<file path="config.mk">
export PLATFORM = sky130hd
export DESIGN_NAME = uart_rx
export DESIGN_NICKNAME = d
export VERILOG_FILES = /design/src/rtl/uart_rx.sv
export SDC_FILE = /design/constraint.sdc
export NUM_CORES = 1
export LEC_CHECK = 0
export BUFFER_PORTS_ARGS = -buffer_cell sky130_fd_sc_hd__buf_4
export CAP_MARGIN = 20
export CORE_MARGIN = 1.5
export CORE_UTILIZATION = 54
export CTS_CLUSTER_DIAMETER = 40
export DETAILED_ROUTE_END_ITERATION = 10
export PLACE_DENSITY = 0.83
export SYNTH_ARGS = -nofsm -noshare
export SYNTH_HDL_FRONTEND = slang
export SYNTH_SLANG_ARGS = --single-unit
export TNS_END_PERCENT = 30
</file>
<file path="constraint.sdc">
create_clock -name clk_i -period 2.4 [get_ports clk_i]
set_input_delay 0.24 -clock clk_i [delete_from_list [all_inputs] [get_ports clk_i]]
set_output_delay 0.24 -clock clk_i [all_outputs]
set_load 0.05 [all_outputs]
</file>
<file path="src/rtl/uart_rx.sv">
// uart_rx: 8N1 serial receiver with a 2-flop input synchronizer,
// mid-bit sampling on an oversampling tick (ena_i), and start-glitch
// and framing-error detection.
// Optional feature macro: UART_RX_PARITY_EN
//   defined   -> 8E1 frames, PARITY state present, parity_err_o live
//   undefined -> 8N1 frames, parity_err_o tied low
//
// Tick numbering: tick_q holds the index of the *upcoming* ena tick,
// counted from the start-detection tick (index 0). Every sample point
// below is therefore an absolute tick index inside the frame.

module uart_rx #(
    parameter int OVERSAMPLE = 16
) (
    input  logic       clk_i,
    input  logic       rst_i,
    input  logic       ena_i,
    input  logic       rx_i,
    output logic [7:0] data_o,
    output logic       valid_o,
    output logic       frame_err_o,
    output logic       parity_err_o,
    output logic       busy_o
);

    localparam int HALF   = OVERSAMPLE / 2;
    localparam int TICK_W = $clog2(OVERSAMPLE * 10);

`ifdef UART_RX_PARITY_EN
    localparam int STOP_BIT_IDX = 10;
    localparam logic [TICK_W-1:0] PARITY_PT = TICK_W'(HALF + 9 * OVERSAMPLE);
`else
    localparam int STOP_BIT_IDX = 9;
`endif

    localparam logic [TICK_W-1:0] START_PT = TICK_W'(HALF);
    localparam logic [TICK_W-1:0] STOP_PT  = TICK_W'(HALF + STOP_BIT_IDX * OVERSAMPLE);

    typedef enum logic [2:0] {
        IDLE,
        START,
        DATA,
`ifdef UART_RX_PARITY_EN
        PARITY,
`endif
        STOP,
        WAIT_HIGH
    } state_e;

    // Synchronizer flops; both idle high so reset never looks like a start bit
    logic rx_meta_q;
    logic rx_sync_q;

    state_e            state_q,      state_d;
    logic [TICK_W-1:0] tick_q,       tick_d;
    logic [2:0]        bit_cnt_q,    bit_cnt_d;
    logic [7:0]        shift_q,      shift_d;
    logic [7:0]        data_q,       data_d;
    logic              valid_q,      valid_d;
    logic              frame_err_q,  frame_err_d;
`ifdef UART_RX_PARITY_EN
    logic              par_bad_q,    par_bad_d;
    logic              parity_err_q, parity_err_d;
`endif

    // Midpoint tick of the data bit currently being collected
    logic [TICK_W-1:0] data_pt;
    assign data_pt = TICK_W'(HALF + (int'(bit_cnt_q) + 1) * OVERSAMPLE);

    // Two-flop synchronizer bringing the asynchronous line into clk_i
    always_ff @(posedge clk_i) begin
        if (rst_i) begin
            rx_meta_q <= 1'b1;
            rx_sync_q <= 1'b1;
        end else begin
            rx_meta_q <= rx_i;
            rx_sync_q <= rx_meta_q;
        end
    end

    // Frame sequencing: next state, tick/bit counters, shift register and pulses
    always_comb begin
        state_d     = state_q;
        tick_d      = tick_q;
        bit_cnt_d   = bit_cnt_q;
        shift_d     = shift_q;
        data_d      = data_q;
        valid_d     = 1'b0;
        frame_err_d = 1'b0;
`ifdef UART_RX_PARITY_EN
        par_bad_d    = par_bad_q;
        parity_err_d = 1'b0;
`endif

        if (ena_i) begin
            tick_d = tick_q + TICK_W'(1);

            case (state_q)
                IDLE: begin
                    tick_d = '0;
                    if (!rx_sync_q) begin
                        // This tick is index 0, so the next one is index 1
                        state_d   = START;
                        tick_d    = TICK_W'(1);
                        bit_cnt_d = 3'd0;
`ifdef UART_RX_PARITY_EN
                        par_bad_d = 1'b0;
`endif
                    end
                end

                START: begin
                    if (tick_q == START_PT) begin
                        // A line that is back high at mid start bit was only a glitch
                        if (rx_sync_q) begin
                            state_d = IDLE;
                        end else begin
                            state_d = DATA;
                        end
                    end
                end

                DATA: begin
                    if (tick_q == data_pt) begin
                        shift_d   = {rx_sync_q, shift_q[7:1]};
                        bit_cnt_d = bit_cnt_q + 3'd1;
                        if (bit_cnt_q == 3'd7) begin
`ifdef UART_RX_PARITY_EN
                            state_d = PARITY;
`else
                            state_d = STOP;
`endif
                        end
                    end
                end

`ifdef UART_RX_PARITY_EN
                PARITY: begin
                    if (tick_q == PARITY_PT) begin
                        // Even parity: the parity bit equals the XOR of the data bits
                        par_bad_d = rx_sync_q ^ (^shift_q);
                        state_d   = STOP;
                    end
                end
`endif

                STOP: begin
                    if (tick_q == STOP_PT) begin
                        if (!rx_sync_q) begin
                            frame_err_d = 1'b1;
                            state_d     = WAIT_HIGH;
`ifdef UART_RX_PARITY_EN
                        end else if (par_bad_q) begin
                            parity_err_d = 1'b1;
                            state_d      = IDLE;
`endif
                        end else begin
                            data_d  = shift_q;
                            valid_d = 1'b1;
                            state_d = IDLE;
                        end
                    end
                end

                WAIT_HIGH: begin
                    // A break or stuck-low line must release before we hunt again
                    if (rx_sync_q) begin
                        state_d = IDLE;
                    end
                end

                default: begin
                    state_d = IDLE;
                end
            endcase

            if (state_d == IDLE) begin
                tick_d = '0;
            end
        end
    end

    // State, counters, shift register and registered output pulses
    always_ff @(posedge clk_i) begin
        if (rst_i) begin
            state_q     <= IDLE;
            tick_q      <= '0;
            bit_cnt_q   <= 3'd0;
            shift_q     <= 8'h00;
            data_q      <= 8'h00;
            valid_q     <= 1'b0;
            frame_err_q <= 1'b0;
`ifdef UART_RX_PARITY_EN
            par_bad_q    <= 1'b0;
            parity_err_q <= 1'b0;
`endif
        end else begin
            state_q     <= state_d;
            tick_q      <= tick_d;
            bit_cnt_q   <= bit_cnt_d;
            shift_q     <= shift_d;
            data_q      <= data_d;
            valid_q     <= valid_d;
            frame_err_q <= frame_err_d;
`ifdef UART_RX_PARITY_EN
            par_bad_q    <= par_bad_d;
            parity_err_q <= parity_err_d;
`endif
        end
    end

    assign data_o      = data_q;
    assign valid_o     = valid_q;
    assign frame_err_o = frame_err_q;
    assign busy_o      = (state_q != IDLE);
`ifdef UART_RX_PARITY_EN
    assign parity_err_o = parity_err_q;
`else
    assign parity_err_o = 1'b0;
`endif

endmodule

</file>
---- Word-level counts from Yosys, hierarchy flattened ----
Cells that the tools add are included.
word-level totals
  output and inout port bits .............. 12
  bits of input ports ..................... 4
  word-level logic and storage cells ...... 52
  bits in registers ....................... 34
operators by class
  add/subtract/negate cells ............... 4
  bitwise logic cells ..................... 3
  eq/ne operators ......................... 10
  muxes and demuxes ....................... 18
  reductions and logical operators ........ 8
operator list
  kind                 number
  $mux 3               10
  $mux 8               2
  $pmux 3 s5           1
  $add 4x8->8 const A  1
  $add 8x1->8 const B  1
  $eq 8x4->1 const B   1
  $eq 8x8->1           1
  $eq 8x8->1 const B   1
  $reduce_and 4->1     2
  $eq 3x2->1 const B   2
  $eq 3x3->1 const B   2
  $logic_not 3->1      2
  $pmux 3 s2           1
  $add 3x1->4 const B  1
  $ne 2x2->1 const B   2
  $reduce_or 4->1      1
  $add 3x1->3 const B  1
  $eq 3x1->1 const B   1
  $mux 1               3
  $not 1->1            3
  $reduce_and 3->1     1
  $reduce_bool 3->1    1
  $mux 2               1
  $reduce_bool 2->1    1

---- Logic depth before layout (Yosys ltp) ----
  depth after elaboration ................. 8
  depth in mapped cells ................... 9
  mapped depth without buffers ............ 8

---- Least setup slack after synthesis ----
OpenSTA, ideal clock, no wires.
  path kind ............................... register to register
  start point ............................. register bit_cnt_q[0]
  end point ............................... register tick_q[5]
  buffers on the path ..................... 1
  clock period less this slack ............ 2054 ps
  library setup time ...................... 117 ps
  data required time ...................... 2283 ps
  slack ................................... 346 ps
  data arrival time ....................... 1937 ps
  stages on the path, launching flop included .. 10
  cell sequence ........................... dfxtp_1 > ha_1 > ha_1 > xnor2_1 > nand4_1 > nor2_1 > a311o_1 > buf_2 > a31o_1 > a22o_1
on the way
  cells in the longest elaborated chain, start to end .. 8
  elaborated cells on any way between the ends .. 10
  those cells by class .................... add/sub: 2; eq/ne: 2; mux: 5; reduce/logical: 1
ends and longest elaborated chain
  item                      line  text
  start: declaration        56    logic [2:0] bit_cnt_q, bit_cnt_d;
  start signal: assignment  200   bit_cnt_q <= bit_cnt_d;
  $add 3x1->4               68    assign data_pt = TICK_W'(HALF + (int'(bit_cnt_q) + 1) * OVERSAMPLE);
  $add 4x8->8               68
  $eq 8x8->1                124   if (tick_q == data_pt) begin
  $mux 3 *                  124
  $pmux 3 s5 *              98    case (state_q)
  $mux 3 *                  95    if (ena_i) begin
  $logic_not 3->1 *         177   if (state_d == IDLE) begin
  $mux 8 *                  177
  end signal: assignment    199   tick_q <= tick_d;
  end: declaration          55    logic [TICK_W-1:0] tick_q, tick_d;
Every way passes the cells marked *; elsewhere a longest branch is shown, timed or not. The select of a mux whose other input is x is not followed.
A chain may end at the register's enable or synchronous reset.

---- Worst setup path after layout ----
  start point ............................. register tick_q[0]
  end point ............................... register tick_q[3]
on the way
  cells in the longest elaborated chain, start to end .. 6
  elaborated cells on any way between the ends .. 12
  those cells by class .................... add/sub: 1; eq/ne: 3; mux: 7; reduce/logical: 1
ends and longest elaborated chain
  item                                      line           text
  $eq 8x8->1, or another cell as far along  148            if (tick_q == STOP_PT) begin
  $mux 3 (on tied branches)                 148, 113, 124
  $pmux 3 s5                                98
  $mux 3                                    95
  $logic_not 3->1                           177
  $mux 8 *                                  177
Marked as above.

==> run_summary.xml <==
<?xml version="1.0" encoding="UTF-8"?>
<metrics>
  <group name="run_status">
    <metric name="status" unit="">finished, final reports clean</metric>
  </group>
  <group name="global_route">
    <metric name="gr-usage-met2" unit="%">30.68</metric>
    <metric name="track_usage" unit="%">20.19</metric>
    <metric name="grt_overflow" unit="">0</metric>
    <metric name="via_count_of_the_first_global_routing_pass" unit="">1178</metric>
    <metric name="global_route.peak_usage_layer" unit="">met2</metric>
    <metric name="grtUsageMet1" unit="%">25.84</metric>
    <metric name="globalRouteMet3Util" unit="%">7.143</metric>
    <metric name="number_of_antenna_violations_at_the_first_check_in_global_routing" unit="">0</metric>
    <metric name="wire_length_of_the_first_global_routing_pass" unit="um">5140</metric>
    <metric name="largest_net_degree_at_the_start_of_global_routing" unit="">31</metric>
  </group>
  <group name="cts">
    <metric name="post_cts.repair.setup_buffers" unit="">0</metric>
    <metric name="cts-root-buf" unit="">sky130_fd_sc_hd__clkbuf_4</metric>
    <metric name="htreeDepth" unit="">2</metric>
    <metric name="clockBufferDepth" unit="">2</metric>
    <metric name="cts-buffers-inserted" unit="">5</metric>
    <metric name="clk-insertion-delay-late" unit="ps">340</metric>
    <metric name="cts_tree" unit="">done</metric>
    <metric name="worst_setup_hold_path_clk_slew" unit="ps">100</metric>
    <metric name="cts.sink_count" unit="">34</metric>
  </group>
  <group name="cells_and_area">
    <metric name="most_frequent_standard_cell_in_the_layout_excluding_fill_and_tap_cells" unit="">sky130_fd_sc_hd__nor2_1</metric>
    <metric name="layout-drive-gt1-share" unit="%">17.41</metric>
    <metric name="area_growth_syn_to_layout" unit="%">12.93</metric>
    <metric name="final_design_area_no_fill" unit="um2">1858</metric>
    <metric name="antenna_cells_inserted" unit="">0</metric>
    <metric name="layout.cells.most_common_list" unit="">sky130_fd_sc_hd__nor2_1, sky130_fd_sc_hd__dfxtp_1, sky130_fd_sc_hd__mux2i_1</metric>
    <metric name="num-nets-final" unit="">208</metric>
  </group>
  <group name="timing">
    <metric name="rsz0062_at_grt" unit="">no</metric>
    <metric name="whs" unit="ps">88.54</metric>
    <metric name="tightest_slew" unit="ps">632.4</metric>
    <metric name="worst_slew_margin_rel" unit="%">57.84</metric>
    <metric name="final_hold_viol_count" unit="">0</metric>
    <metric name="fin_crit_sh" unit="%">92.28</metric>
    <metric name="fin_crit" unit="ps">2215</metric>
    <metric name="final_critical_path_setup_slack" unit="ps">185.4</metric>
    <metric name="clock.fmax" unit="MHz">451.5</metric>
    <metric name="fin_skew" unit="ps">11.60</metric>
    <metric name="final-setup-viol-count" unit="">0</metric>
    <metric name="sum_of_negative_setup_slack" unit="ps">0</metric>
    <metric name="max_slew_vio_count" unit="">0</metric>
  </group>
  <group name="floorplanning">
    <metric name="floorplan.die_area" unit="um2">3387</metric>
    <metric name="floorplan.core_area" unit="um2">2829</metric>
    <metric name="die_w" unit="um">58.20</metric>
    <metric name="rows" unit="">19</metric>
    <metric name="fp.dieH" unit="um">58.20</metric>
    <metric name="io-pin-count" unit="">16</metric>
    <metric name="initial_utilization" unit="%">58.16</metric>
  </group>
  <group name="detailed_routing">
    <metric name="aggregate_routed_wire_length" unit="um">2969</metric>
    <metric name="drt_iter0_drc" unit="">28</metric>
    <metric name="remaining_number_of_nets_flagged_by_the_antenna_check_after_routing" unit="">0</metric>
    <metric name="avgViaCountPerCell" unit="">5.681</metric>
    <metric name="drt_first_pass_iters" unit="">5</metric>
    <metric name="drc_errors" unit="">0</metric>
    <metric name="post_drt_wl_per_cell" unit="um">12.80</metric>
    <metric name="route.vias.total" unit="">1318</metric>
  </group>
  <group name="setup_path">
    <metric name="critical-path-top-delay-family" unit="">simple AND/OR/NAND/NOR gates</metric>
    <metric name="worstSetupStartpoint" unit="">tick_q[0]</metric>
    <metric name="worst_path_largest_cell_delay" unit="ps">420</metric>
    <metric name="reg2reg_depth" unit="">8</metric>
    <metric name="critical_path.max_fanout" unit="">11</metric>
    <metric name="reg2reg_setup_slack" unit="ps">190</metric>
    <metric name="crit_end_element" unit="">register</metric>
    <metric name="crit_required" unit="ps">2630</metric>
    <metric name="cp_data_arrival_time" unit="ps">2440</metric>
    <metric name="timing.rr.end" unit="">tick_q[3]</metric>
    <metric name="worstSetupStartpointType" unit="">register</metric>
    <metric name="critPathSlowestCell" unit="">sky130_fd_sc_hd__a311o_2</metric>
    <metric name="setup_crit_end" unit="">tick_q[3]</metric>
    <metric name="critical_path.reg2reg.startpoint" unit="">tick_q[0]</metric>
    <metric name="path_depth" unit="">8</metric>
    <metric name="timing.setup.critical_path_class" unit="">reg2reg</metric>
    <metric name="worstPathCellList" unit="">inv_1 -&gt; ha_1 -&gt; and3b_1 -&gt; and4_4 -&gt; o221ai_2 -&gt; a311o_2 -&gt; and3_1 -&gt; a22o_1</metric>
    <metric name="worstPathBufferInverterCount" unit="">1</metric>
  </group>
  <group name="worst_hold_path">
    <metric name="hp-class" unit="">in2reg</metric>
  </group>
  <group name="power">
    <metric name="total_leakage_power" unit="nW">0.8399</metric>
    <metric name="vdd.ir_drop.worst" unit="V">0.0004280</metric>
    <metric name="p_per_area" unit="nW/um2">639.9</metric>
  </group>
  <group name="placed_design">
    <metric name="post_place_cell_area" unit="um2">1745</metric>
    <metric name="dp_hpwl" unit="um">2079</metric>
    <metric name="place.port_buffers" unit="">14</metric>
    <metric name="globalplace.congestion" unit="">0.8529</metric>
    <metric name="pre_cts_ws" unit="ps">134.3</metric>
  </group>
  <group name="synthesis">
    <metric name="syn_nets" unit="">196</metric>
    <metric name="yosysWarningCount" unit="">0</metric>
    <metric name="postSynth.topFlopCell" unit="">sky130_fd_sc_hd__dfxtp_1</metric>
    <metric name="synth_cells" unit="">188</metric>
    <metric name="synth_top_cell_area_share" unit="%">41.37</metric>
    <metric name="distinct_cell_type_count_after_synthesis" unit="">44</metric>
    <metric name="ys_seq_elements" unit="">34</metric>
    <metric name="post_synth_instance_area" unit="um2">1645</metric>
    <metric name="yosysTopAreaCell" unit="">sky130_fd_sc_hd__dfxtp_1</metric>
    <metric name="post_synth_main_area_contributors" unit="">sky130_fd_sc_hd__dfxtp_1, sky130_fd_sc_hd__mux2i_1, sky130_fd_sc_hd__nor2_1, sky130_fd_sc_hd__ha_1, sky130_fd_sc_hd__nand2_1</metric>
    <metric name="synth.yosys.seq_area_share" unit="%">41.37</metric>
    <metric name="synth-edff-count" unit="">0</metric>
    <metric name="synth_area_per_cell" unit="um2">8.752</metric>
    <metric name="postSynth.asyncResetShare" unit="%">0</metric>
  </group>
  <group name="job">
    <metric name="max-cap-violations" unit="">0</metric>
  </group>
</metrics>
==> flip-flops by register name, indices dropped and copies added (netlist names) <==
| register | cells |
|---|---|
| bit_cnt_q | 3 |
| data_o | 8 |
| frame_err_o | 1 |
| rx_meta_q | 1 |
| rx_sync_q | 1 |
| shift_q | 8 |
| state_q | 3 |
| tick_q | 8 |
| valid_o | 1 |
==> repair_timing <==
action / in CTS / in global routing
endpoints found under the hold margin: 0 / 0
hold buffers: 0 / 0
resized for setup: 0 / 1
endpoints found under the setup margin: 0 / 6
==> kinds of logic after synthesis <==
kind of cell    Yosys count  synth area share, %
xor+xnor                  4                2.130
flops                    34                41.37
buf+inv                  18                5.398
compound gates           28                12.32
mux                      19                11.63
fa+ha+maj                 4                3.042
other cells               1               0.2279
simple gates             80                23.88
==> power breakdown <==
part,total (mW),internal [mW],switching [mW]
logic,0.0723,0.0252,0.0471
registers,0.572,0.568,0.00399
clock network,0.545,0.353,0.192
==> routing by layer <==
metal | wire [um] | vias up
li1 | - | 671
met1 | 1369 | 606
met2 | 1405 | 34
met3 | 136 | 7
met4 | 59 | 0
met5 | 0 | -
==> through the flow <==
step	power, mW	utilization [%]	cells
floorplan	0.6429	-	188
global placement	0.6534	61.70	224
detailed placement	0.6542	61.70	224
CTS	1.197	65.63	232
global route	1.234	65.68	232
finish	1.189	65.68	232
==> layout make-up <==
class	count	area, um2
clock buffers	6	51.30
fillers	216	970.9
clock inverters	2	60.06
inverters	6	22.52
repair buffers	17	127.6
multi-input cells	136	877.1
flip-flops and latches	34	680.7
well taps	31	38.79
==> how the worst min path moves through the flow <==
| stage | from | to | slack, ps | cells past startpoint |
|---|---|---|---|---|
| 2_1_floorplan | rx_i | rx_meta_q | 340 | 1 |
| 3_3_place_gp | rx_meta_q | rx_sync_q | 400 | 1 |
| 3_5_place_dp | rx_meta_q | rx_sync_q | 420 | 1 |
| 4_1_cts | rx_i | rx_meta_q | 80 | 2 |
| 5_1_grt | rx_i | rx_meta_q | 70 | 2 |
| 6_report | rx_i | rx_meta_q | 90 | 2 |
==> Yosys cell counts (2+ instances only) <==
| library cell | count |
|---|---|
| sky130_fd_sc_hd__a211oi_1 | 2 |
| sky130_fd_sc_hd__buf_4 | 2 |
| sky130_fd_sc_hd__dfxtp_1 | 34 |
| sky130_fd_sc_hd__and2_1 | 2 |
| sky130_fd_sc_hd__nor2_1 | 35 |
| sky130_fd_sc_hd__o21ai_1 | 3 |
| sky130_fd_sc_hd__a31oi_1 | 3 |
| sky130_fd_sc_hd__clkbuf_1 | 4 |
| sky130_fd_sc_hd__ha_1 | 4 |
| sky130_fd_sc_hd__a31o_1 | 3 |
| sky130_fd_sc_hd__a22o_1 | 3 |
| sky130_fd_sc_hd__nor2b_1 | 3 |
| sky130_fd_sc_hd__nand4_1 | 6 |
| sky130_fd_sc_hd__or2_2 | 2 |
| sky130_fd_sc_hd__a21oi_1 | 7 |
| sky130_fd_sc_hd__nand2_1 | 13 |
| sky130_fd_sc_hd__or2_1 | 3 |
| sky130_fd_sc_hd__inv_1 | 4 |
| sky130_fd_sc_hd__xnor2_1 | 3 |
| sky130_fd_sc_hd__nand3_1 | 6 |
| sky130_fd_sc_hd__nand2b_1 | 2 |
| sky130_fd_sc_hd__buf_2 | 5 |
| sky130_fd_sc_hd__mux2i_1 | 18 |
Note: power is estimated with default switching activity, not from simulation.
